[src/rtl/uart_pkg.sv]
// uart_pkg: shared definitions for the UART TX scheduling logic.
//   - tx_sched_state_t : scheduler FSM state encoding
//   - range constants   : legal bounds for data_bits / NUM_REQ, frame counter width
// No ports (package).
package uart_pkg;

  localparam int DATA_BITS_MIN = 5;
  localparam int DATA_BITS_MAX = 9;
  localparam int NUM_REQ_MIN   = 2;
  localparam int NUM_REQ_MAX   = 8;
  localparam int FRAME_CNT_W   = 16;

  typedef enum logic [1:0] {
    ST_IDLE       = 2'd0,
    ST_ISSUE      = 2'd1,
    ST_WAIT_START = 2'd2,
    ST_WAIT_DONE  = 2'd3
  } tx_sched_state_t;

endpackage

[src/rtl/uart_rr_arbiter.sv]
// uart_rr_arbiter: combinational round-robin pick.
// Returns the first asserted requester at or after rr_ptr, searching upward
// with wrap. The pointer register lives in the scheduler.
//   req_vld  in  NUM_REQ  request vector
//   rr_ptr   in  IDX_W    search start index
//   win_idx  out IDX_W    winning requester (0 when none)
//   any_req  out 1        at least one request asserted
module uart_rr_arbiter
  import uart_pkg::*;
#(
  parameter int NUM_REQ = 4,
  parameter int IDX_W   = $clog2(NUM_REQ)
) (
  input  logic [NUM_REQ-1:0] req_vld,
  input  logic [IDX_W-1:0]   rr_ptr,
  output logic [IDX_W-1:0]   win_idx,
  output logic               any_req
);

  logic [IDX_W-1:0] cand;

  // Scan offsets from farthest to nearest so the nearest asserted
  // requester (smallest offset from rr_ptr) is the last one written.
  always_comb begin
    win_idx = '0;
    any_req = 1'b0;
    cand    = '0;
    for (int i = NUM_REQ - 1; i >= 0; i--) begin
      cand = IDX_W'((int'(rr_ptr) + i) % NUM_REQ);
      if (req_vld[cand]) begin
        win_idx = cand;
        any_req = 1'b1;
      end
    end
  end

endmodule

[src/rtl/uart_tx_scheduler.sv]
// uart_tx_scheduler: shares one UART transmitter among NUM_REQ requesters.
// One launch pulse per frame, never while the transmitter is active; each
// frame is tracked until tx_active falls, and a launch the UART never picks
// up within START_TIMEOUT cycles is abandoned with an error pulse.
//   clk, rst           clock, synchronous active-high reset
//   req_vld/req_data   per-requester request and payload (slot i at i*data_bits)
//   req_rdy            one-hot acceptance pulse
//   uart_tx_data_in    latched payload to the UART
//   uart_tx_data_vld   one-cycle launch pulse to the UART
//   uart_tx_active     transmitter busy flag from the UART
//   grant_id           current / last granted requester
//   busy               high outside IDLE
//   start_timeout_err  one-cycle pulse on abandoned launch
//   frame_cnt          completed frames, wraps at 16 bits
//
// state       | meaning
// ------------+------------------------------------------------------
// IDLE        | waiting for a request while the UART is quiet
// ISSUE       | launch pulse and req_rdy out, pointer advances
// WAIT_START  | waiting for tx_active to rise, bounded by START_TIMEOUT
// WAIT_DONE   | frame on the line, waiting for tx_active to fall
module uart_tx_scheduler
  import uart_pkg::*;
#(
  parameter int NUM_REQ       = 4,
  parameter int data_bits     = 8,
  parameter int START_TIMEOUT = 16
) (
  input  logic                         clk,
  input  logic                         rst,
  input  logic [NUM_REQ-1:0]           req_vld,
  input  logic [NUM_REQ*data_bits-1:0] req_data,
  output logic [NUM_REQ-1:0]           req_rdy,
  output logic [data_bits-1:0]         uart_tx_data_in,
  output logic                         uart_tx_data_vld,
  input  logic                         uart_tx_active,
  output logic [$clog2(NUM_REQ)-1:0]   grant_id,
  output logic                         busy,
  output logic                         start_timeout_err,
  output logic [FRAME_CNT_W-1:0]       frame_cnt
);

  localparam int IDX_W = $clog2(NUM_REQ);
  localparam int TMO_W = $clog2(START_TIMEOUT + 1);

  tx_sched_state_t        state_q, state_d;
  logic [IDX_W-1:0]       rr_ptr_q, rr_ptr_d;
  logic [IDX_W-1:0]       grant_q, grant_d;
  logic [data_bits-1:0]   data_q, data_d;
  logic                   vld_q, vld_d;
  logic [NUM_REQ-1:0]     rdy_q, rdy_d;
  logic                   busy_q, busy_d;
  logic                   err_q, err_d;
  logic [FRAME_CNT_W-1:0] frame_q, frame_d;
  logic [TMO_W-1:0]       tmo_q, tmo_d;

  logic [IDX_W-1:0]       win_idx;
  logic                   any_req;
  logic [data_bits-1:0]   win_data;
  logic [NUM_REQ-1:0]     win_onehot;

  uart_rr_arbiter #(
    .NUM_REQ (NUM_REQ),
    .IDX_W   (IDX_W)
  ) u_arb (
    .req_vld (req_vld),
    .rr_ptr  (rr_ptr_q),
    .win_idx (win_idx),
    .any_req (any_req)
  );

  always_comb begin
    win_data   = '0;
    win_onehot = '0;
    for (int i = 0; i < NUM_REQ; i++) begin
      if (win_idx == IDX_W'(i)) begin
        win_data = req_data[i*data_bits +: data_bits];
      end
      win_onehot[i] = (win_idx == IDX_W'(i));
    end
  end

  always_comb begin
    state_d  = state_q;
    rr_ptr_d = rr_ptr_q;
    grant_d  = grant_q;
    data_d   = data_q;
    frame_d  = frame_q;
    tmo_d    = tmo_q;
    vld_d    = 1'b0;
    rdy_d    = '0;
    err_d    = 1'b0;
    case (state_q)
      ST_IDLE: begin
        if (any_req && !uart_tx_active) begin
          state_d = ST_ISSUE;
          grant_d = win_idx;
          data_d  = win_data;
          // Registered here so the pulses are visible during ISSUE.
          vld_d   = 1'b1;
          rdy_d   = win_onehot;
        end
      end
      ST_ISSUE: begin
        rr_ptr_d = (grant_q == IDX_W'(NUM_REQ - 1)) ? '0 : grant_q + IDX_W'(1);
        // Down-counter: terminal count of 1 marks the START_TIMEOUT-th
        // cycle spent in WAIT_START.
        tmo_d    = TMO_W'(START_TIMEOUT);
        state_d  = ST_WAIT_START;
      end
      ST_WAIT_START: begin
        if (uart_tx_active) begin
          state_d = ST_WAIT_DONE;
        end else if (tmo_q == TMO_W'(1)) begin
          err_d   = 1'b1;
          state_d = ST_IDLE;
        end else begin
          tmo_d = tmo_q - TMO_W'(1);
        end
      end
      ST_WAIT_DONE: begin
        if (!uart_tx_active) begin
          frame_d = frame_q + FRAME_CNT_W'(1);
          state_d = ST_IDLE;
        end
      end
      default: state_d = ST_IDLE;
    endcase
    busy_d = (state_d != ST_IDLE);
  end

  always_ff @(posedge clk) begin
    if (rst) begin
      state_q  <= ST_IDLE;
      rr_ptr_q <= '0;
      grant_q  <= '0;
      data_q   <= '0;
      vld_q    <= 1'b0;
      rdy_q    <= '0;
      busy_q   <= 1'b0;
      err_q    <= 1'b0;
      frame_q  <= '0;
      tmo_q    <= '0;
    end else begin
      state_q  <= state_d;
      rr_ptr_q <= rr_ptr_d;
      grant_q  <= grant_d;
      data_q   <= data_d;
      vld_q    <= vld_d;
      rdy_q    <= rdy_d;
      busy_q   <= busy_d;
      err_q    <= err_d;
      frame_q  <= frame_d;
      tmo_q    <= tmo_d;
    end
  end

  assign req_rdy           = rdy_q;
  assign uart_tx_data_in   = data_q;
  assign uart_tx_data_vld  = vld_q;
  assign grant_id          = grant_q;
  assign busy              = busy_q;
  assign start_timeout_err = err_q;
  assign frame_cnt         = frame_q;

endmodule

[config.mk]
export PLATFORM = sky130hd
export DESIGN_NAME = uart_tx_scheduler
export DESIGN_NICKNAME = d
export VERILOG_FILES = /design/src/rtl/uart_pkg.sv /design/src/rtl/uart_rr_arbiter.sv /design/src/rtl/uart_tx_scheduler.sv
export SDC_FILE = /design/constraint.sdc
export NUM_CORES = 1
export LEC_CHECK = 0
export CAP_MARGIN = 15
export CORE_AREA = 2 2 75 77
export CTS_CLUSTER_DIAMETER = 100
export DETAILED_ROUTE_END_ITERATION = 8
export DIE_AREA = 0 0 77 79
export PLACE_DENSITY = 0.75
export SLEW_MARGIN = 0
export SYNTH_ARGS = -nofsm -noshare
export SYNTH_HDL_FRONTEND = slang
export SYNTH_SLANG_ARGS = --single-unit
[constraint.sdc]
create_clock -name clk -period 1.74 [get_ports clk]
set_input_delay 0.348 -clock clk [delete_from_list [all_inputs] [get_ports clk]]
set_output_delay 0.348 -clock clk [all_outputs]
set_load 0.05 [all_outputs]
# --- Word-level counts from Yosys, hierarchy flattened ---
# Cells that the tools add are included.
totals:
  output_inout_bits: 33
  register_bits: 42
  word_cells: 77
  input_bits: 39
classes:
  n_mux: 31
  add_sub_neg: 6
  n_bitwise: 4
  reduce_logical: 12
  eq_ne: 10
  order_cmp: 4
ops:
  columns: ["op", "n"]
  rows:
  - ["2-to-1 mux 8 bit", 4]
  - ["2-to-1 mux 2 bit", 9]
  - ["adder 16 x 1 -> 16 bit, second input constant", 1]
  - ["less-than comparator 2 x 3 -> 1 bit, second input constant", 4]
  - ["equality test 2 bit, second input constant", 5]
  - ["2-to-1 mux 1 bit", 10]
  - ["2-to-1 mux 5 bit", 2]
  - ["one-hot mux 5 bit (2 select lines)", 1]
  - ["binary-select mux 1 bit (select 2 bit)", 4]
  - ["one-hot mux 2 bit (4 select lines)", 1]
  - ["OR reduction 3 bit", 2]
  - ["equality test 5 x 1 -> 1 bit, second input constant", 1]
  - ["subtractor 5 x 1 -> 5 bit, second input constant", 1]
  - ["adder 2 x 1 -> 2 bit, second input constant", 2]
  - ["adder 2 bit, second input constant", 2]
  - ["equality test 2 x 1 -> 1 bit, second input constant", 2]
  - ["logical NOT 2 bit", 2]
  - ["!= test 2 bit, second input constant", 2]
  - ["inverter 1 bit", 4]
  - ["AND reduction 2 bit", 2]
  - ["nonzero test 2 bit", 2]
  - ["AND reduction 3 bit", 1]
  - ["OR reduction 2 bit", 1]
  - ["logical AND 1 bit", 1]
  - ["logical NOT 1 bit", 1]

# --- Longest topological paths before layout ---
# Gate-level depths: netlist of the first run.
logic_depth:
  ltp_word: 12
  depth_mapped: 7
  ltp_nobuf: 7

# --- By module ---
# From an unflattened synthesis of the first run, not the netlist that was laid out.
hier_totals:
  cells_unflattened: 218
  area_unflattened_um2: 2044.5
by_module_without_submodules:
  columns: ["mod", "seq_area_each_um2", "area_each_um2", "n_inst", "cells_per_inst"]
  rows:
  - ["uart_tx_scheduler", 840.8, 1966.9, 1, 205]
  - ["uart_rr_arbiter", 0.0, 77.6, 1, 13]

# --- Worst setup path after synthesis of the first run ---
# OpenSTA, ideal clock, no wires.
synth_timing:
  path_type: "register to register"
  start: "reg frame_q[3] (netlist: frame_cnt[3])"
  end: "reg frame_q[15] (netlist: frame_cnt[15])"
  path_stages_with_launch: 6
  synth_period_minus_slack_ns: 1.785
  t_arrival_ns: 1.660
  path_slack_ns: -0.045
  required_ns: 1.616
  cell_sequence: "dfxtp_1 > and4_1 > nand4_1 > nor4_1 > xnor2_1 > nor2_1"
synth_between:
  elab_chain_len: 1
synth_rtl:
  columns: ["element", "line", "source"]
  rows:
  - ["from (decl)", "uart_tx_scheduler.sv:54", "logic [FRAME_CNT_W-1:0] frame_q, frame_d;"]
  - ["from (signal assigned)", "uart_tx_scheduler.sv:153", "frame_q <= frame_d;"]
  - ["adder 16 x 1 -> 16 bit", "uart_tx_scheduler.sv:123", "frame_d = frame_q + FRAME_CNT_W'(1);"]
# No other way between the ends.
# A chain may end at the register's enable or synchronous reset.

# --- Final worst setup path of the first run ---
layout_timing:
  start: "reg tmo_q[1]"
  end: "reg busy_q (netlist: busy)"
layout_between:
  elab_chain_len: 5
layout_rtl:
  columns: ["element", "line", "source"]
  rows:
  - ["from (decl)", "uart_tx_scheduler.sv:55", "logic [TMO_W-1:0] tmo_q, tmo_d;"]
  - ["from (signal assigned)", "uart_tx_scheduler.sv:154", "tmo_q <= tmo_d;"]
  - ["equality test 5 x 1 -> 1 bit", "uart_tx_scheduler.sv:114", "end else if (tmo_q == TMO_W'(1)) begin"]
  - ["2-to-1 mux 2 bit", "uart_tx_scheduler.sv:114", null]
  - ["2-to-1 mux 2 bit", "uart_tx_scheduler.sv:112", "if (uart_tx_active) begin"]
  - ["one-hot mux 2 bit (4 select lines)", "uart_tx_scheduler.sv:93", "case (state_q)"]
  - ["nonzero test 2 bit", "uart_tx_scheduler.sv:129", "busy_d = (state_d != ST_IDLE);"]
  - ["to (signal assigned)", "uart_tx_scheduler.sv:151", "busy_q <= busy_d;"]
  - ["to (decl)", "uart_tx_scheduler.sv:52", "logic busy_q, busy_d;"]
# No other way between the ends.

==> reports/metrics.cfg, run 1 <==
[synthesis]
yosys.cell_types.count=45
synth-simple-area-share_pct=24.61
syn_inst=227
netlist_area_mm2=0.002023
syn-num-nets=270
synth_edf_count=0
synth.avg_cell_area_um2=8.913
synthFlopType=dfxtp_1
ys_ff_latch=42
synth-seq-area-share_pct=41.56
synthMuxAreaShare_pct=6.432
synthAdderAreaFrac_pct=2.474
synth_top_family_by_area=simple AND/OR/NAND/NOR gates
yosysWarnings=0
synth-xor-area-share_pct=6.926
synth_compound_area_share_pct=13.36
synth-async-reset-ratio_pct=0

[setup_path]
crit_start=tmo_q[1]$_SDFFE_PP0P_
cpMaxStageDelayCell=or4b_4
critPathArrivalTime_ps=1900
crit_required_ps=1940
path_class=register to register
worstSetupEndpointType=register
critPathTopFamily=simple AND/OR/NAND/NOR gates
startpoint_type=register
rr_startpoint=tmo_q[1]$_SDFFE_PP0P_
cp.buffers_inverters=1
cp_cell_sequence=inv_2 > ha_4 > or4b_4 > a21oi_2 > nor2_1 > o21a_1 > or2_4
max_stage_delay_ps=490
crit_fanout=4

[final_layout]
final_cell_mix=buf_4, dfxtp_1, clkdlybuf4s50_1
post-route-util_pct=58.77
diodes=0
layout.nets=377
final_area_mm2=0.003137
syn_to_final_growth_pct=55.04
drive_gt1_share_pct=29.85
final_common_cell=buf_4

[sta]
whs_ps=491.1
finalCriticalPeriod_ps=1705
tightest_slew_ps=357.5
rsz0062_at_grt=true
fin_skew_ps=4.923
setup_viol=0
max_freq_ghz=0.5867
slew_violations=0
maxSlewHeadroom_pct=76.06
hold_viol=0
fin_crit_sh_pct=97.96

[route]
vias=2023
finalWirelength_um=5194
drt_iter0_markers=81
drc_errors=0
wl_per_cell_um=12.76
drtAntennaViolNets=0
drt_pass1_iterations=4
viasPerCell=4.971

[die]
chipHeight_um=79
placementRows=27
pin_count=72
coreArea_mm2=0.005338
initial_core_util_pct=37.90
die_w_um=77
die_area_mm2=0.006083

[place]
gp_congestion=0.7716
place_area_mm2=0.002945
dp_hpwl_um=3905
port-buffer-count=71

[grt]
use_met3_pct=6.818
grt_remaining_overflow=0
grt_max_degree=29
grt_pass1_vias=2038
antenna_found_initial=0
busiest_layer=met2
use_met1_pct=20.26
grt_pass1_wl_um=8887
grt_use_total_pct=18.21
grt.met2_usage_pct=31.93

[hold_path]
hold_path_class=register to register
min_from=uart_tx_data_in[4]$_SDFFE_PP0P_

[power]
power_mw=2.401
ir_worst_vdd_uv=380.6
p_leak_nw=1.327
p_per_area_mw_per_mm2=765.4

[clock_tree]
htree_levels=2
cts_sinks=42
clock_path_buffers=2
cts-root-buf=clkbuf_8
holdBufCountCts=0
cts_made_buffers=5
cts_tree=yes
clk_latency_ps=300
clk_pin_slew_ps=80

[run]
maxCapViolations=0

[outcome]
outcome=completed

==> flip-flops by register name, summed over array words and instances (netlist names) <==
signal / count
rr_ptr_q: 2
frame_cnt: 16
req_rdy: 4
busy: 1
tmo_q: 5
start_timeout_err: 1
uart_tx_data_in: 8
state_q: 2
grant_id: 2
uart_tx_data_vld: 1
==> stage by stage <==
stage / std cells / TNS, ps / worst slack [ps]
6_report: 407 / 0 / 35.45
3_3_place_gp: 394 / -8066 / -423.1
4_1_cts: 404 / 0 / 17.99
2_1_floorplan: 227 / 0 / 2.262
3_5_place_dp: 394 / -8694 / -446.7
5_1_grt: 407 / -62.39 / -54.58
==> layout make-up <==
| cell class | count | area, µm² |
|---|---|---|
| inverter | 9 | 33.78 |
| sequential | 42 | 847.1 |
| tap | 72 | 90.09 |
| fill | 498 | 2201 |
| clock inverter | 1 | 30.03 |
| clock buffer | 7 | 76.32 |
| multi-input combinational | 167 | 1132 |
| timing repair buffer | 109 | 927.1 |
==> where the power goes <==
group | leakage [nW] | switching, mW | internal, mW | total (mW)
Clock | 0.0524 | 0.335 | 0.429 | 0.765
Sequential | 0.344 | 0.0369 | 1.01 | 1.05
Combinational | 0.931 | 0.307 | 0.282 | 0.589
==> cells in the mapped netlist, types with 7 or more instances <==
master    n  area share [%]
dfxtp_1  42              42
nor2_1   26             4.8
nand2_1  14             2.6
nand3_1  14             3.5
mux2i_1  13             6.4
a21oi_1  12             3.0
xnor2_1   9             3.9
inv_1     8             1.5
o21ai_0   8             2.0
nor3_1    7             1.7
xor2_1    7             3.0
==> worst paths after layout <==
check	endpoint	slack (ps)	cells past startpoint
setup / recovery	busy$_SDFF_PP0_	40	7
hold / removal	uart_tx_data_in[4]$_SDFFE_PP0P_	490	2
setup reg to reg	busy$_SDFF_PP0_	40	7
hold reg to reg	uart_tx_data_in[4]$_SDFFE_PP0P_	490	2
==> logic make-up (layout without fill, tap and decap cells) <==
kind of cell / count (synthesis) / count (layout)
AND/OR/NAND/NOR: 93 / 93
flip-flops: 42 / 42
AO/OA/AOI/OAI: 41 / 41
buffers and inverters: 18 / 126
XOR/XNOR: 16 / 16
multiplexers: 13 / 13
adder cells (fa/ha/maj): 4 / 4
==> timing repair <==
action	CTS	global route
setup endpoints to repair	12	8
resized for setup	17	3
pin swaps	3	3
setup buffers	2	3
==> metal layers <==
layer	share of wire, %	wire, µm
met5	0	0
met1	43	2215
met2	47	2439
met4	1.4	73
met3	9.0	466
==> worst reg2reg max path: cells and delay by family, from the launching register on <==
family / cells / cell delay (ps)
DFF: 1 / 330
AOI/OAI and AO/OA: 2 / 330
buffers and inverters: 1 / 70
adders and majority gates: 1 / 110
and+or+nand+nor: 3 / 760
Note: power is estimated with default switching activity, not from simulation.
==> inputs of run 2 (changes only) <==
--- a/config.mk
+++ b/config.mk
@@ -10,7 +10,7 @@
 export CTS_CLUSTER_DIAMETER = 100
 export DETAILED_ROUTE_END_ITERATION = 8
 export DIE_AREA = 0 0 77 79
-export PLACE_DENSITY = 0.75
+export PLACE_DENSITY = 0.77
 export SLEW_MARGIN = 0
 export SYNTH_ARGS = -nofsm -noshare
 export SYNTH_HDL_FRONTEND = slang
==> run 2 against run 1 <==
Net effect:
- total power shrank 5.9%
- worst hold slack better by 15 ps
- wire length is 1.6% higher
- via count about the same
- core utilization fell by 0.61 points
- combinational power is essentially flat
- global-route usage grew 0.27 points
- clock power fell by 19%
- setup slack better by 29 ps
- clock skew increased by 12 ps
- final area decreased by 1.0%
- largest cell class unchanged
==> reports/metrics.cfg, run 2 (synthesis results as in run 1) <==
[grt]
grt_max_degree=29
grt_pass1_vias=2022
grt_pass1_wl_um=9039
grt_remaining_overflow=0
grt_use_total_pct=18.48
antenna_found_initial=0

[sta]
setup_viol=0
tightest_slew_ps=378.0
slew_violations=0
hold_viol=0
finalCriticalPeriod_ps=1676
fin_crit_sh_pct=96.30
max_freq_ghz=0.5968
rsz0062_at_grt=true
maxSlewHeadroom_pct=74.57
fin_skew_ps=16.92

[die]
die_w_um=77
initial_core_util_pct=37.90
placementRows=27
coreArea_mm2=0.005338
die_area_mm2=0.006083
chipHeight_um=79
pin_count=72

[setup_path]
worstSetupEndpointType=register
cpMaxStageDelayCell=or4b_4
startpoint_type=register
crit_required_ps=1940
cp.buffers_inverters=0
critPathArrivalTime_ps=1870
critPathTopFamily=simple AND/OR/NAND/NOR gates
crit_fanout=4
max_stage_delay_ps=490
path_class=register to register
cp_cell_sequence=ha_1 > or4b_4 > a21oi_2 > nor2_1 > o21a_1 > or2_4

[run]
maxCapViolations=0

[final_layout]
drive_gt1_share_pct=30.00
finalNonFillerCells=402
syn_to_final_growth_pct=53.43
final_common_cell=buf_4
final_cell_mix=buf_4, dfxtp_1, clkdlybuf4s50_1
n_fill_cell=493
diodes=0
largest_reg_flops=16
layout.nets=372
final_area_mm2=0.003104

[place]
dp_hpwl_um=4059
place_inst=394
place_area_mm2=0.002945
port-buffer-count=71
gp_congestion=0.8090

[clock_tree]
post-cts-setup-buffers=0
cts-root-buf=clkbuf_8
cts_made_buffers=5
htree_levels=2
clock_path_buffers=2
cts_tree=yes
clk_latency_ps=300
clk_pin_slew_ps=90
cts_sinks=42

[route]
viasPerCell=5.027
vias=2021
drc_errors=0
wl_per_cell_um=13.12
finalWirelength_um=5275
drt_pass1_iterations=5
drtAntennaViolNets=0
drt_iter0_markers=68

[power]
power_mw=2.259
pwr-share-seq_pct=46.4
p_int_mw=1.571
switchingPower_mw=0.6881
clkPwrFrac_pct=27.4
p_per_area_mw_per_mm2=727.7
ir_worst_vdd_uv=387.2
swShare_pct=30.46
comb_power_share_pct=26.2
p_leak_nw=1.322

[outcome]
outcome=completed

[hold_path]
hold_path_class=register to register

## run 2: cell count changes in the layout (fill, tap and decap cells not counted), moves of 2 or more
| cell | previous run | this run |
|---|---|---|
| buf_4 | 68 | 64 |
| dlygate4sd2_1 | 5 | 2 |
| dlymetal6s2s_1 | 0 | 3 |
| nor4_1 | 5 | 3 |
| nor4_2 | 0 | 2 |
## run 2: final cells by class
type / count / area [µm²] / area share (%)
multi-input cells: 167 / 1147 / 36.96
repair buffers: 104 / 897.1 / 28.90
flip-flops and latches: 42 / 845.8 / 27.25
well taps: 72 / 90.09 / 2.902
clock buffers: 6 / 72.57 / 2.338
inverters: 9 / 37.54 / 1.209
clock inverters: 2 / 13.76 / 0.4434
## run 2: stage by stage
step / TNS [ps] / hold WS (ps) / setup slack [ps] / utilization, %
global route: -52.23 / 536.1 / -39.05 / 58.16
finish: 0 / 506.1 / 64.42 / 58.16
CTS: -7.061 / 503.2 / -4.090 / 57.38
detailed placement: -8509 / 476.3 / -425.6 / 55.18
floorplan: 0 / 473.7 / 2.262 / -
global placement: -7491 / 469.3 / -361.0 / 55.18
## run 2: power by group through the flow
stage,combinational [mW],sequential (mW),clock (mW)
3_5_place_dp,0.571,1.07,0
2_1_floorplan,0.196,1.17,0
4_1_cts,0.581,1.05,0.638
3_3_place_gp,0.561,1.07,0
6_report,0.591,1.05,0.619
5_1_grt,0.639,1.05,0.678
## run 2: path summary, 6_finish.rpt
kind	startpoint	endpoint	slack, ps	cells past startpoint
setup reg to reg	tmo_q[0]$_SDFFE_PP0P_	busy$_SDFF_PP0_	60	6
hold reg to reg	uart_tx_data_in[3]$_SDFFE_PP0P_	uart_tx_data_in[3]$_SDFFE_PP0P_	510	2
hold / removal	uart_tx_data_in[3]$_SDFFE_PP0P_	uart_tx_data_in[3]$_SDFFE_PP0P_	510	2
setup / recovery	tmo_q[0]$_SDFFE_PP0P_	busy$_SDFF_PP0_	60	6
## run 2: per-layer routing
layer,share of wire [%],wire length [µm],vias up,GRT usage [%]
met3,8.9,467,8,6.932
li1,-,-,1016,-
met5,0,0,-,0
met4,1.1,56,0,7.143
met1,41,2138,910,20.55
met2,50,2612,87,32.19
## run 2: tightest hold or removal path, stage by stage (launching register included)
cell and delay (ps):
dfxtp_1 320, nand3_1 60, o21ai_0 80
## run 2: repair_timing
action | 4_1_cts | 5_1_grt
pin swaps | 4 | 4
endpoints found under the setup margin | 14 | 13
cloned | 0 | 0
gates resized for setup | 9 | 12
hold buffers | 0 | 0
